==> config.mk <==
export PLATFORM = sky130hd
export DESIGN_NAME = ex_stage_pipe
export DESIGN_NICKNAME = d
export VERILOG_FILES = /design/src/rtl/ex_stage_pipe.sv
export SDC_FILE = /design/constraint.sdc
export NUM_CORES = 1
export LEC_CHECK = 0
export BUFFER_PORTS_ARGS = -buffer_cell sky130_fd_sc_hd__clkbuf_2
export CAP_MARGIN = 20
export CELL_PAD_IN_SITES_DETAIL_PLACEMENT = 1
export CELL_PAD_IN_SITES_GLOBAL_PLACEMENT = 1
export CORE_MARGIN = 3
export CORE_UTILIZATION = 42
export DETAILED_ROUTE_END_ITERATION = 7
export PLACE_DENSITY = 0.8
export SYNTH_ARGS = -nofsm -noshare
export SYNTH_HDL_FRONTEND = slang
export SYNTH_SLANG_ARGS = --single-unit
==> constraint.sdc <==
create_clock -name clk -period 5.87 [get_ports clk]
set_clock_uncertainty 0.2 [all_clocks]
set_input_delay 0.8805 -clock clk [delete_from_list [all_inputs] [get_ports clk]]
set_output_delay 0.8805 -clock clk [all_outputs]
set_load 0.02 [all_outputs]
==> src/rtl/ex_stage_pipe.sv <==
// RV32I execute stage: forwarding operand select, ALU, branch target, and the
// EX/MEM pipeline register with stall (hold) and flush (bubble).
module ex_stage_pipe #(
    parameter int XLEN = 32
) (
    input  logic            clk,
    input  logic            reset,
    input  logic            stall,
    input  logic            flush,
    input  logic [XLEN-1:0] pc_ID_EX,
    input  logic [XLEN-1:0] rs1Data_ID_EX,
    input  logic [XLEN-1:0] rs2Data_ID_EX,
    input  logic [XLEN-1:0] imm_ID_EX,
    input  logic [4:0]      writeReg_ID_EX,
    input  logic            ALUSrc_ID_EX,
    input  logic [3:0]      ALUCtl_ID_EX,
    input  logic            branch_ID_EX,
    input  logic            MemRead_ID_EX,
    input  logic            MemWrite_ID_EX,
    input  logic            MemtoReg_ID_EX,
    input  logic            RegWrite_ID_EX,
    input  logic [1:0]      Fwd_A,
    input  logic [1:0]      Fwd_B,
    input  logic [XLEN-1:0] wbData_MEM_WB,
    output logic [XLEN-1:0] aluResult_EX_MEM,
    output logic [XLEN-1:0] storeData_EX_MEM,
    output logic [XLEN-1:0] branchTarget_EX_MEM,
    output logic            zero_EX_MEM,
    output logic [4:0]      writeReg_EX_MEM,
    output logic            branch_EX_MEM,
    output logic            MemRead_EX_MEM,
    output logic            MemWrite_EX_MEM,
    output logic            MemtoReg_EX_MEM,
    output logic            RegWrite_EX_MEM
);

    localparam logic [3:0] ALU_AND  = 4'b0000;
    localparam logic [3:0] ALU_OR   = 4'b0001;
    localparam logic [3:0] ALU_ADD  = 4'b0010;
    localparam logic [3:0] ALU_XOR  = 4'b0011;
    localparam logic [3:0] ALU_SLL  = 4'b0100;
    localparam logic [3:0] ALU_SRL  = 4'b0101;
    localparam logic [3:0] ALU_SUB  = 4'b0110;
    localparam logic [3:0] ALU_SLT  = 4'b0111;
    localparam logic [3:0] ALU_SRA  = 4'b1000;
    localparam logic [3:0] ALU_SLTU = 4'b1001;

    localparam logic [XLEN-1:0] ZERO_W = {XLEN{1'b0}};
    localparam logic [XLEN-1:0] ONE_W  = {{(XLEN-1){1'b0}}, 1'b1};

    // Select 11 is unused by the forwarding unit and falls back to the register value.
    function automatic logic [XLEN-1:0] fwd_sel(
        input logic [1:0]      sel,
        input logic [XLEN-1:0] reg_val,
        input logic [XLEN-1:0] ex_mem_val,
        input logic [XLEN-1:0] mem_wb_val
    );
        logic [XLEN-1:0] res;
        case (sel)
            2'b10:   res = ex_mem_val;
            2'b01:   res = mem_wb_val;
            default: res = reg_val;
        endcase
        return res;
    endfunction

    logic [XLEN-1:0] op_a_s, fwd_b_s, op_b_s, alu_res_s, br_tgt_s;
    logic [4:0]      shamt_s;

    logic [XLEN-1:0] alu_q, alu_d, store_q, store_d, br_q, br_d;
    logic            zero_q, zero_d;
    logic [4:0]      wr_q, wr_d;
    logic            branch_q, branch_d, mrd_q, mrd_d, mwr_q, mwr_d;
    logic            m2r_q, m2r_d, rw_q, rw_d;

    assign op_a_s   = fwd_sel(Fwd_A, rs1Data_ID_EX, alu_q, wbData_MEM_WB);
    assign fwd_b_s  = fwd_sel(Fwd_B, rs2Data_ID_EX, alu_q, wbData_MEM_WB);
    assign op_b_s   = ALUSrc_ID_EX ? imm_ID_EX : fwd_b_s;
    assign shamt_s  = op_b_s[4:0];
    assign br_tgt_s = pc_ID_EX + imm_ID_EX;

    // ALU operation decode.
    always_comb begin
        alu_res_s = ZERO_W;
        case (ALUCtl_ID_EX)
            ALU_AND:  alu_res_s = op_a_s & op_b_s;
            ALU_OR:   alu_res_s = op_a_s | op_b_s;
            ALU_ADD:  alu_res_s = op_a_s + op_b_s;
            ALU_XOR:  alu_res_s = op_a_s ^ op_b_s;
            ALU_SLL:  alu_res_s = op_a_s << shamt_s;
            ALU_SRL:  alu_res_s = op_a_s >> shamt_s;
            ALU_SUB:  alu_res_s = op_a_s - op_b_s;
            ALU_SLT:  alu_res_s = ($signed(op_a_s) < $signed(op_b_s)) ? ONE_W : ZERO_W;
            ALU_SRA:  alu_res_s = $unsigned($signed(op_a_s) >>> shamt_s);
            ALU_SLTU: alu_res_s = (op_a_s < op_b_s) ? ONE_W : ZERO_W;
            default:  alu_res_s = ZERO_W;
        endcase
    end

    // EX/MEM next state: flush beats stall, stall holds, otherwise capture.
    always_comb begin
        alu_d    = alu_q;
        store_d  = store_q;
        br_d     = br_q;
        zero_d   = zero_q;
        wr_d     = wr_q;
        branch_d = branch_q;
        mrd_d    = mrd_q;
        mwr_d    = mwr_q;
        m2r_d    = m2r_q;
        rw_d     = rw_q;
        if (flush) begin
            alu_d    = ZERO_W;
            store_d  = ZERO_W;
            br_d     = ZERO_W;
            zero_d   = 1'b0;
            wr_d     = 5'd0;
            branch_d = 1'b0;
            mrd_d    = 1'b0;
            mwr_d    = 1'b0;
            m2r_d    = 1'b0;
            rw_d     = 1'b0;
        end else if (stall) begin
            alu_d    = alu_q;
            store_d  = store_q;
        end else begin
            alu_d    = alu_res_s;
            store_d  = fwd_b_s;
            br_d     = br_tgt_s;
            zero_d   = (alu_res_s == ZERO_W);
            wr_d     = writeReg_ID_EX;
            branch_d = branch_ID_EX;
            mrd_d    = MemRead_ID_EX;
            mwr_d    = MemWrite_ID_EX;
            m2r_d    = MemtoReg_ID_EX;
            rw_d     = RegWrite_ID_EX;
        end
    end

    // EX/MEM register bank with asynchronous clear.
    always_ff @(posedge clk or negedge reset) begin
        if (!reset) begin
            alu_q    <= ZERO_W;
            store_q  <= ZERO_W;
            br_q     <= ZERO_W;
            zero_q   <= 1'b0;
            wr_q     <= 5'd0;
            branch_q <= 1'b0;
            mrd_q    <= 1'b0;
            mwr_q    <= 1'b0;
            m2r_q    <= 1'b0;
            rw_q     <= 1'b0;
        end else begin
            alu_q    <= alu_d;
            store_q  <= store_d;
            br_q     <= br_d;
            zero_q   <= zero_d;
            wr_q     <= wr_d;
            branch_q <= branch_d;
            mrd_q    <= mrd_d;
            mwr_q    <= mwr_d;
            m2r_q    <= m2r_d;
            rw_q     <= rw_d;
        end
    end

    assign aluResult_EX_MEM    = alu_q;
    assign storeData_EX_MEM    = store_q;
    assign branchTarget_EX_MEM = br_q;
    assign zero_EX_MEM         = zero_q;
    assign writeReg_EX_MEM     = wr_q;
    assign branch_EX_MEM       = branch_q;
    assign MemRead_EX_MEM      = mrd_q;
    assign MemWrite_EX_MEM     = mwr_q;
    assign MemtoReg_EX_MEM     = m2r_q;
    assign RegWrite_EX_MEM     = rw_q;

endmodule

======== Yosys cells after proc, flatten, opt, wreduce, memory -nomap -nowiden ========
Cells that the tools add are included.
word-level totals
  register bits ........................... 107
  input bits .............................. 183
  output and inout bits ................... 107
  logic and storage cells ................. 63
operators by class
  add/sub/neg operators ................... 3
  magnitude comparators ................... 2
  equality and inequality tests ........... 14
  shifts and indexed selects .............. 3
  mux-type cells .......................... 26
  bitwise logic cells ..................... 3
  reductions and logical operators ........ 2
operator list
  kind                count
  $pmux 32 s10        1
  $mux 32             7
  $pmux 32 s2         2
  $add 32x32->32      2
  $lt 32x32->1        2
  $and 32x32->32      1
  $logic_not 32->1    1
  $or 32x32->32       1
  $shl 32x5->32       1
  $shr 32x5->32       1
  $sshr 32x5->32      1
  $sub 32x32->32      1
  $xor 32x32->32      1
  $eq 4x3->1 const B  4
  $mux 1              14
  $mux 5              2
  $eq 4x2->1 const B  2
  $eq 4x4->1 const B  2
  $eq 2x1->1 const B  2
  $eq 2x2->1 const B  2
  $eq 4x1->1 const B  1
  $logic_not 4->1     1
  $ne 2x1->1 const B  1

======== Depth between registers and ports, before layout ========
Gate-level depths: netlist of run 1.
  depth after elaboration ................. 9
  mapped depth ............................ 23
  mapped depth without buffers ............ 19

======== Least setup slack after synthesis of run 1 ========
Ideal clock, no wire load.
  path kind ............................... input -> register
  start ................................... in Fwd_B[0]
  end ..................................... reg zero_q (netlist: zero_EX_MEM)
  setup time .............................. 92 ps
  data arrival time ....................... 5,456 ps
  data required time ...................... 5,578 ps
  slack ................................... 122 ps
  stages on the path ...................... 20
  buffers on the path ..................... 3
  cell sequence ........................... inv_1 > ha_1 > or2_4 > o221ai_1 > clkbuf_1 > clkbuf_1 > ha_1 > clkbuf_1 > a21o_1 > a221oi_1 > o31a_1 > a21oi_2 > a2111o_1 > nand2_1 > o21ai_0 > mux2i_1 > a211o_1 > nor4_2 > nand4_1 > o31ai_2
on the way
  cells in the longest elaborated chain, start to end .. 9
  elaborated cells on any way between the ends .. 20
  classes of those cells .................. add/sub (2); order compare (2); eq/ne (2); shift (3); mux (7); bitwise (3); reduce/logical (1)
RTL lines
  element                                   line    text
  from (decl)                               23      input logic [1:0] Fwd_B,
  $eq 2x1->1 or $eq 2x2->1 (tied branches)  59      case (sel)
  $pmux 32 s2 *                             59
  $mux 32 *                                 78      assign op_b_s = ALUSrc_ID_EX ? imm_ID_EX : fwd_b_s;
  $lt 32x32->1 (on tied branches)           95, 93
  $mux 1 (on tied branches)                 95, 93
  $pmux 32 s10 *                            85      case (ALUCtl_ID_EX)
  $logic_not 32->1 *                        130     zero_d = (alu_res_s == ZERO_W);
  $mux 1 *                                  123     end else if (stall) begin
  $mux 1 *                                  112     if (flush) begin
  to (signal assigned)                      157     zero_q <= zero_d;
  to (decl)                                 71      logic zero_q, zero_d;
Mark *: on every way between the ends. The rest lies on a longest branch, timed or not. The select of a mux whose other input is x is not followed.
A chain may end at the register's enable or synchronous reset.

======== Worst setup path after layout of run 1 ========
Ends and elaborated chain as after synthesis.

==> reports/qor.yml, run 1 <==
outcome:
  status: "finished, final reports clean"
drt:
  ant_nets: 0
  wirelength_um: 98000
  via_per_inst: 6.63
  drc: 0
  vias: 22300
  drtPass1Iterations: 6
  drt_iter0_markers: 2506
  wl_per_cell_um: 29.2
cts:
  clock_path_buffers: 2
  cts_tree: "built"
  cts_made_buffers: 9
  clkLatencyLatePin_ns: 0.39
  clk_pin_slew_worst_paths_ns: 0.08
  htreeDepth: 3
  clock_sinks: 107
  hold_buffers: 0
  root_buffer: "clkbuf_16"
setup_path:
  setup.worst_path.start: "Fwd_B[0]"
  crit_arrival_ns: 5.80
  cp_max_fo: 11
  cp-end-kind: "register"
  start_kind: "input pin"
  reg2reg_depth: 22
  crit_type: "input pin to register"
  worstPathRequired_ns: 5.97
  worst-r2r-setup-slack_ns: 0.85
  r2r_start: "aluResult_EX_MEM[0]"
grt:
  grt_max_degree: 93
  antenna_found_initial: 6
  grt_pass1_wl_um: 144000
  grt_overflow: 0
  grtUsageTotal: 0.450
  grt_pass1_vias: 22700
placement:
  dp_hpwl_um: 78700
  placed_cells: 3338
  gp_congestion: 1.05
  io_buffers: 289
pwr:
  vdd_drop_max_v: 0.000190
  power.total_mw: 5.14
  leakage_nw: 10.2
  power_density_nw_per_um2: 243
logic_synthesis:
  syn_area_um2: 16700
  synth-simple-area-share: 0.193
  yosys_register_bits: 107
  synth_top_family_by_area: "compound AO/OA/AOI/OAI gates"
  yosysSeqAreaShare: 0.160
  synth_xor_area_frac: 0.0236
  synth-adder-area-share: 0.108
  synth_edf_count: 0
  synth_mux_area_frac: 0.0797
  synth-compound-area-share: 0.357
  synth_cells: 2342
  synth.net_count: 2668
  avgSynthCellArea_um2: 7.14
  ys.warnings.count: 0
  synth_async_sr_flop_share: 1.00
  ys.flop_type: "dfrtp_1"
  synthDistinctLibCells: 99
timing:
  holdWs_ns: 0.319
  setup_tns_ns: 0
  final-setup-viol-count: 0
  period_needed_ns: 5.69
  tightest_slew_ns: 1.13
  hold_viol_final: 0
  slew_headroom: 0.246
  final.period_utilization: 0.970
  drv_slew: 0
  fmax_ghz: 0.176
floorplan:
  fp.dieH_um: 206
  coreArea_um2: 39000
  die-area_um2: 42200
  io_pins: 290
  die_w_um: 206
  row_count: 72
  start_util: 0.429
finish:
  multi_input_area_um2: 12800
  final_common_cell: "buf_4"
  final_cells: 3358
  final_cell_mix: "buf_4 (353), nor2_1 (318), clkbuf_2 (286), a21oi_1 (249), nand2_1 (190)"
  fillers: 5116
  drive_gt1_frac: 0.261
  final_util: 0.542
  final_net_count: 3158
  ff_latch_area_um2: 2680
  syn_to_final_growth_pct: 26.5
hold_path:
  hold_start: "storeData_EX_MEM[21]"
  whs_path_depth: 2
  holdCritPathClass: "register to register"
job:
  cap_violations: 0
-- flip-flops by register name, summed over array words and instances (netlist names) --
register and flops:
aluResult_EX_MEM 32, branch_EX_MEM 1, branchTarget_EX_MEM 32, MemWrite_EX_MEM 1
MemRead_EX_MEM 1, zero_EX_MEM 1, writeReg_EX_MEM 5, RegWrite_EX_MEM 1
MemtoReg_EX_MEM 1, storeData_EX_MEM 32
-- kinds of logic after synthesis --
kind of cell,count (synthesis)
AOI/OAI and AO/OA,901
DFF,107
xor gates and xnor gates,45
buffers and inverters,288
adders and majority gates,143
and+or+nand+nor,727
muxes,131
-- repair_timing --
action	4_1_cts	5_1_grt
buffers inserted	1	0
endpoints found under the setup margin	1	3
gates resized for setup	1	14
pin swaps	1	1
-- cell usage after synthesis, types with 7 or more instances --
cell | instances | area, µm²
nor2_1 | 318 | 1190
a21oi_1 | 250 | 1250
nand2_1 | 190 | 713
o21ai_0 | 164 | 821
ha_1 | 140 | 1750
mux2i_1 | 123 | 1230
inv_1 | 111 | 417
dfrtp_1 | 107 | 2680
clkbuf_1 | 98 | 368
a221o_1 | 60 | 601
nor3_1 | 58 | 290
o22ai_1 | 57 | 357
nand3_1 | 45 | 225
a211oi_1 | 39 | 293
xnor2_1 | 34 | 298
o21ai_1 | 32 | 160
a21o_1 | 31 | 233
o211ai_1 | 29 | 218
buf_2 | 28 | 140
a22oi_1 | 26 | 195
nand2b_1 | 26 | 163
a31oi_1 | 22 | 138
buf_1 | 20 | 75.1
buf_6 | 19 | 214
nor2b_1 | 19 | 119
o31ai_1 | 18 | 135
o21bai_1 | 15 | 113
o221ai_1 | 15 | 131
a22o_1 | 13 | 114
nand4_1 | 13 | 81.3
a221oi_1 | 12 | 105
o21ai_2 | 12 | 105
a211o_1 | 11 | 96.3
xor2_1 | 11 | 96.3
nor4_1 | 10 | 62.6
o21a_1 | 8 | 60.1
a311oi_1 | 7 | 61.3
and3_1 | 7 | 43.8
mux2_2 | 7 | 78.8
or2_2 | 7 | 43.8
-- final cells by class --
class                      count  area share
timing repair buffer         649       0.202
multi-input combinational   1947       0.605
sequential                   107       0.127
tap                          518      0.0306
clock buffer                  10      0.0108
antenna                        3    0.000355
clock inverter                 6     0.00284
inverter                     118      0.0214
-- report_power, final --
group	switching, mW	internal, mW
combinational	2.26	1.38
sequential	0.0664	0.800
clock	0.338	0.298
-- metal layers --
metal / track usage / vias to the layer above / share of wire
li1: - / 9625 / -
met1: 0.552 / 10800 / 0.37
met2: 0.723 / 1468 / 0.45
met3: 0.109 / 399 / 0.10
met4: 0.252 / 6 / 0.070
met5: 0 / - / 0.00042
-- critical path, stage by stage --
cell	delay (ns)
clkbuf_2	0.10
buf_4	0.10
ha_1	0.26
buf_4	0.19
buf_4	0.13
a22o_1	0.17
o221a_1	0.47
clkinv_2	0.18
buf_12	0.19
buf_4	0.17
ha_1	0.18
or2_2	0.30
o32a_1	0.19
o21ai_1	0.22
buf_4	0.19
o21bai_1	0.08
xnor2_1	0.14
a211oi_2	0.49
nand4_1	0.29
nor4_2	0.37
buf_4	0.16
nand4_1	0.10
o31ai_2	0.22
-- final timing paths --
path / to
max: zero_EX_MEM
min: storeData_EX_MEM[21]
max reg2reg: zero_EX_MEM
min reg2reg: storeData_EX_MEM[21]
max in group asynchronous: zero_EX_MEM
min in group asynchronous: branchTarget_EX_MEM[17]
-- through the flow --
| step | setup WS (ns) | instance area, µm² |
|---|---|---|
| after floorplan | 0.122 | 16700 |
| after global placement | -0.699 | 20800 |
| after detailed placement | -0.806 | 20800 |
| after CTS | 0.0306 | 21100 |
| after global routing | -0.0114 | 21100 |
| final | 0.177 | 21100 |
(Power assumes the default switching activity.)
==> run 2: changes to the inputs <==
ABC_AREA = 1   (was not set)
CORE_UTILIZATION = 40   (was 42)
PLACE_DENSITY = 0.81   (was 0.8)
==> run 2 against run 1 <==
Sequential share of layout area is 1.1 points higher; die area increased by 5.4%; synthesized area increased by 0.55%; fmax rose by 2.2%; largest cell class unchanged; largest power group unchanged; highest routed layer unchanged.
==> reports/qor.yml, run 2 <==
outcome:
  status: "finished, final reports clean"
floorplan:
  start_util: 0.408
  die_w_um: 211
  io_pins: 290
  coreArea_um2: 41200
  fp.dieH_um: 211
  row_count: 74
  die-area_um2: 44500
logic_synthesis:
  ys.flop_type: "dfrtp_1"
  synthDistinctLibCells: 54
  synth_async_sr_flop_share: 1.00
  synth_common_cells: "nand2_1 (757), nand3_1 (531), inv_1 (301)"
  synth_top_cells_by_area: "nand2_1 (17%), dfrtp_1 (16%), nand3_1 (16%)"
  synth.most_common_cell: "nand2_1"
  ys.warnings.count: 0
  synth.net_count: 3257
  yosysSeqAreaShare: 0.159
  synth_edf_count: 0
  yosys.area.top_type: "nand2_1"
  synth_cells: 2931
  post-synth-top-area-fraction: 0.169
  yosys_register_bits: 107
  avgSynthCellArea_um2: 5.74
  syn_area_um2: 16800
hold_path:
  hold_start: "branchTarget_EX_MEM[16]"
  holdCritPathClass: "register to register"
  min_to: "branchTarget_EX_MEM[16]"
  whs_path_depth: 2
drt:
  wirelength_um: 106000
  via_per_inst: 6.31
  vias: 23600
  drc: 0
  drtPass1Iterations: 6
  wl_per_cell_um: 28.2
  drt_iter0_markers: 2873
  ant_nets: 0
placement:
  dp_hpwl_um: 87200
  pre_cts_ws_ns: -0.0565
  gp_congestion: 1.10
  io_buffers: 289
cts:
  cts_tree: "built"
  root_buffer: "clkbuf_16"
  cts_made_buffers: 9
  hold_buffers: 0
  clock_sinks: 107
  clk_pin_slew_worst_paths_ns: 0.09
  htreeDepth: 3
  clkLatencyLatePin_ns: 0.39
  clock_path_buffers: 2
setup_path:
  cpPeakStageDelay_ns: 0.40
  start_kind: "input pin"
  r2r_start: "aluResult_EX_MEM[4]"
  worst-path-buf-inv: 5
  cp_max_fo: 18
  worst-r2r-setup-slack_ns: 1.17
  path_common_cell: "nand2_1"
  crit_type: "input pin to register"
  reg2reg_depth: 22
  worstPathRequired_ns: 6.00
  slowest_stage: "ha_1"
  crit_arrival_ns: 5.71
  cp_top_family: "simple AND/OR/NAND/NOR gates"
  cp-end-kind: "register"
  timing.rr.end: "zero_EX_MEM"
timing:
  final-setup-viol-count: 0
  holdWs_ns: 0.293
  fmax_ghz: 0.179
  final.period_utilization: 0.949
  slew_headroom: 0.258
  period_needed_ns: 5.57
  rsz0062_at_grt: "false"
  fin_ws_ns: 0.299
  drv_slew: 0
  tightest_slew_ns: 1.10
  hold_viol_final: 0
grt:
  antenna_found_initial: 12
  grt_pass1_wl_um: 153000
  grt_overflow: 0
  grt_pass1_vias: 23700
  grtUsageTotal: 0.459
  grt_max_degree: 82
finish:
  fillers: 5886
  final_net_count: 3524
  drive_gt1_frac: 0.146
  syn_to_final_growth_pct: 16.1
  final_common_cell: "nand2_1"
  final_cell_mix: "nand2_1 (757), nand3_1 (531), inv_1 (301), clkbuf_2 (288), o21ai_0 (236)"
pwr:
  power_density_nw_per_um2: 240
  vdd_drop_max_v: 0.000294
  leakage_nw: 10.2
job:
  cap_violations: 0
[run 2: changes by cell type after synthesis, moves of 30 or more]
| cell | before | now |
|---|---|---|
| inv_1 | 111 | 301 |
| nor2_1 | 318 | 223 |
| a211oi_1 | 39 | 2 |
| nand3_1 | 45 | 531 |
| mux2i_1 | 123 | 0 |
| o21ai_0 | 164 | 236 |
| xnor2_1 | 34 | 1 |
| nor3_1 | 58 | 18 |
| o22ai_1 | 57 | 27 |
| a221o_1 | 60 | 2 |
| a21oi_1 | 250 | 190 |
| nand2_1 | 190 | 757 |
[run 2: logic make-up (layout without fill, tap and decap cells)]
group                    after synthesis  count (layout)  synth area share
AND/OR/NAND/NOR                     1598            1598             0.410
AO/OA/AOI/OAI                        614             614             0.206
buffers and inverters                462             734             0.113
adder cells (fa/ha/maj)              143             143             0.108
flip-flops                           107             107             0.159
XOR/XNOR                               7               7           0.00365
other                                  0               7                 0
[run 2: layout make-up]
| cell class | instances | area (µm²) | share of cell area |
|---|---|---|---|
| diodes | 7 | 17.5 | 0.000897 |
| flip-flops and latches | 107 | 2680 | 0.137 |
| inverters | 311 | 1170 | 0.0599 |
| multi-input cells | 2362 | 12300 | 0.628 |
| repair buffers | 407 | 2400 | 0.123 |
| clock buffers | 9 | 225 | 0.0115 |
| clock inverters | 7 | 101 | 0.00519 |
| well taps | 532 | 666 | 0.0341 |
[run 2: report_power, final]
part / total, mW / switching (mW) / leakage, nW / internal [mW]
clock: 0.719 / 0.341 / 0.152 / 0.378
combinational: 3.12 / 2.24 / 8.63 / 0.876
sequential: 0.851 / 0.0557 / 1.44 / 0.795
[run 2: what timing repair did]
action                     in CTS  in global routing
resized for setup               0                  2
buffers inserted                0                  0
setup endpoints to repair       0                  1
[run 2: how the worst max path moves through the flow]
stage / to / start / cells past startpoint
6_report: zero_EX_MEM / Fwd_B[0] / 26
3_3_place_gp: zero_EX_MEM / Fwd_B[0] / 26
2_1_floorplan: zero_EX_MEM / Fwd_B[0] / 26
4_1_cts: zero_EX_MEM / Fwd_B[0] / 26
3_5_place_dp: zero_EX_MEM / Fwd_B[0] / 26
5_1_grt: zero_EX_MEM / Fwd_B[0] / 26
[run 2: per-stage QoR]
| step | power [mW] | instances | TNS, ns | utilization | area [µm²] |
|---|---|---|---|---|---|
| global placement | 3.77 | 3718 | 0 | 0.465 | 19200 |
| floorplan | 2.61 | 2931 | 0 | - | 16800 |
| finish | 4.69 | 3742 | 0 | 0.474 | 19500 |
| detailed placement | 3.83 | 3718 | -0.0565 | 0.465 | 19200 |
| CTS | 4.56 | 3734 | 0 | 0.473 | 19500 |
| global route | 4.91 | 3739 | 0 | 0.474 | 19500 |
[run 2: metal layers]
metal / part of all wire / routed length [µm] / track usage / vias to the layer above
met5: 0.00058 / 61 / 0 / -
met2: 0.42 / 44800 / 0.693 / 1465
met3: 0.11 / 11100 / 0.123 / 355
met1: 0.39 / 40700 / 0.568 / 11400
li1: - / - / - / 10400
met4: 0.085 / 8920 / 0.322 / 10
[run 2: worst min-delay path: stages (launching register included)]
cell,delay (ns)
dfrtp_1,0.35
nand2_1,0.05
nand2_1,0.06
==> run 3: changes to the inputs <==
CTS_BUF_LIST = sky130_fd_sc_hd__clkbuf_2   (was not set)
==> run 3 against run 2 <==
Critical path depth down 1; highest routed layer unchanged; largest cell class unchanged; utilization fell by 0.43 points; die area is the same; fmax grew 5.3%; first-iteration DRC count shrank 3.1%; via count decreased by 0.49%; cell count about the same.
==> reports/qor.yml, run 3 (same netlist as run 2, synthesis figures left out) <==
outcome:
  status: "finished, final reports clean"
floorplan:
  start_util: 0.408
  row_count: 74
  io_pins: 290
  die-area_um2: 44500
  coreArea_um2: 41200
  fp.dieH_um: 211
  die_w_um: 211
drt:
  wirelength_um: 105000
  drc: 0
  drt_iter0_markers: 2784
  vias: 23500
  wl_per_cell_um: 28.0
  drtPass1Iterations: 5
  via_per_inst: 6.27
  ant_nets: 0
grt:
  grt_pass1_wl_um: 152000
  grt_overflow: 0
  antenna_found_initial: 12
  grt_pass1_vias: 23500
  grt_max_degree: 82
  grtUsageTotal: 0.456
finish:
  final_util: 0.469
  multi_input_area_um2: 12300
  syn_to_final_growth_pct: 15.0
  final_cell_mix: "nand2_1 (757), nand3_1 (531), inv_1 (301), clkbuf_2 (297), o21ai_0 (236)"
  fillers: 5906
  design_area_um2: 19300
  ff_latch_area_um2: 2680
  final_common_cell: "nand2_1"
  final_net_count: 3525
  drive_gt1_frac: 0.145
cts:
  clk_pin_slew_worst_paths_ns: 0.36
  post_cts_resized: 0
  post_cts_buffers: 0
  htreeDepth: 3
  clkLatencyLatePin_ns: 0.78
  root_buffer: "clkbuf_2"
  cts_tree: "built"
  hold_buffers: 1
  clock_path_buffers: 2
  clock_sinks: 107
  cts_made_buffers: 9
pwr:
  leakage_nw: 10.1
  vdd_drop_max_v: 0.000189
  power_density_nw_per_um2: 228
  power.total_mw: 4.42
setup_path:
  crit_arrival_ns: 5.85
  cp_max_fo: 18
  start_kind: "input pin"
  path_common_cell: "nand2_1"
  cp-end-kind: "register"
  cp_top_family: "simple AND/OR/NAND/NOR gates"
  crit_type: "input pin to register"
  cpPeakStageDelay_ns: 0.50
  slowest_stage: "ha_1"
  worstPathRequired_ns: 6.43
  worst-path-buf-inv: 5
timing:
  rsz0062_at_grt: "false"
  fin_ws_ns: 0.578
  final-setup-viol-count: 0
  final.period_utilization: 0.902
  tightest_slew_ns: 1.11
  slew_headroom: 0.255
  hold_viol_final: 0
  drv_slew: 0
  period_needed_ns: 5.29
  holdWs_ns: 0.122
  fmax_ghz: 0.189
placement:
  dp_hpwl_um: 87200
  io_buffers: 289
  dpl_cell_area_um2: 19200
  gp_congestion: 1.10
  pre_cts_ws_ns: -0.0565
hold_path:
  holdCritPathClass: "input pin to register"
job:
  cap_violations: 0
## run 3: worst reg2reg max path, cell delays in order, from the launching register on
cell,delay [ns]
dfrtp_1,0.49
inv_1,0.07
o211ai_1,0.21
o21ai_0,0.29
o21ai_0,0.31
buf_4,0.23
ha_1,0.40
nand2_1,0.16
nor2_1,0.16
inv_1,0.09
nor3b_1,0.31
a21oi_1,0.20
nand3b_1,0.26
nand2_1,0.19
nand2_1,0.07
nand3_1,0.10
nand4_1,0.10
nor2_1,0.45
nand2_1,0.11
nor2_1,0.11
nand2_1,0.06
nor2_1,0.15
nand2_1,0.08
nand2_1,0.07
## run 3: layout make-up
cell class              instances  area share
clock buffers                   9     0.00233
inverters                     311      0.0605
repair buffers                408       0.124
flip-flops and latches        107       0.138
multi-input cells            2362       0.634
diodes                          7    0.000906
well taps                     532      0.0344
clock inverters                 7     0.00524
## run 3: metrics by stage
stage | std cells | setup TNS [ns]
after CTS | 3735 | 0
after detailed placement | 3718 | -0.0565
after global placement | 3718 | 0
final | 3743 | 0
after global routing | 3741 | 0
after floorplan | 2931 | 0
## run 3: routing by layer
metal / vias up / global-route usage / share of wire
met5: - / 0 / 0.00058
met2: 1411 / 0.697 / 0.43
met1: 11400 / 0.572 / 0.39
li1: 10400 / - / -
met3: 296 / 0.115 / 0.11
met4: 8 / 0.298 / 0.078
## run 3: power breakdown
| part | internal (mW) | leakage (nW) | switching, mW |
|---|---|---|---|
| combinational | 0.876 | 8.63 | 2.24 |
| sequential | 0.798 | 1.44 | 0.0552 |
| clock | 0.144 | 0.0788 | 0.306 |
## run 3: final timing paths
path | from | to | slack [ns] | cells past startpoint
setup reg to reg | aluResult_EX_MEM[8] | zero_EX_MEM | 1.00 | 23
max in group asynchronous | reset | branchTarget_EX_MEM[1] | 3.67 | 3
setup / recovery | Fwd_B[0] | zero_EX_MEM | 0.58 | 25
hold / removal | writeReg_ID_EX[4] | writeReg_EX_MEM[4] | 0.12 | 2
hold reg to reg | branchTarget_EX_MEM[20] | branchTarget_EX_MEM[20] | 0.33 | 2
min in group asynchronous | reset | storeData_EX_MEM[22] | 0.50 | 2
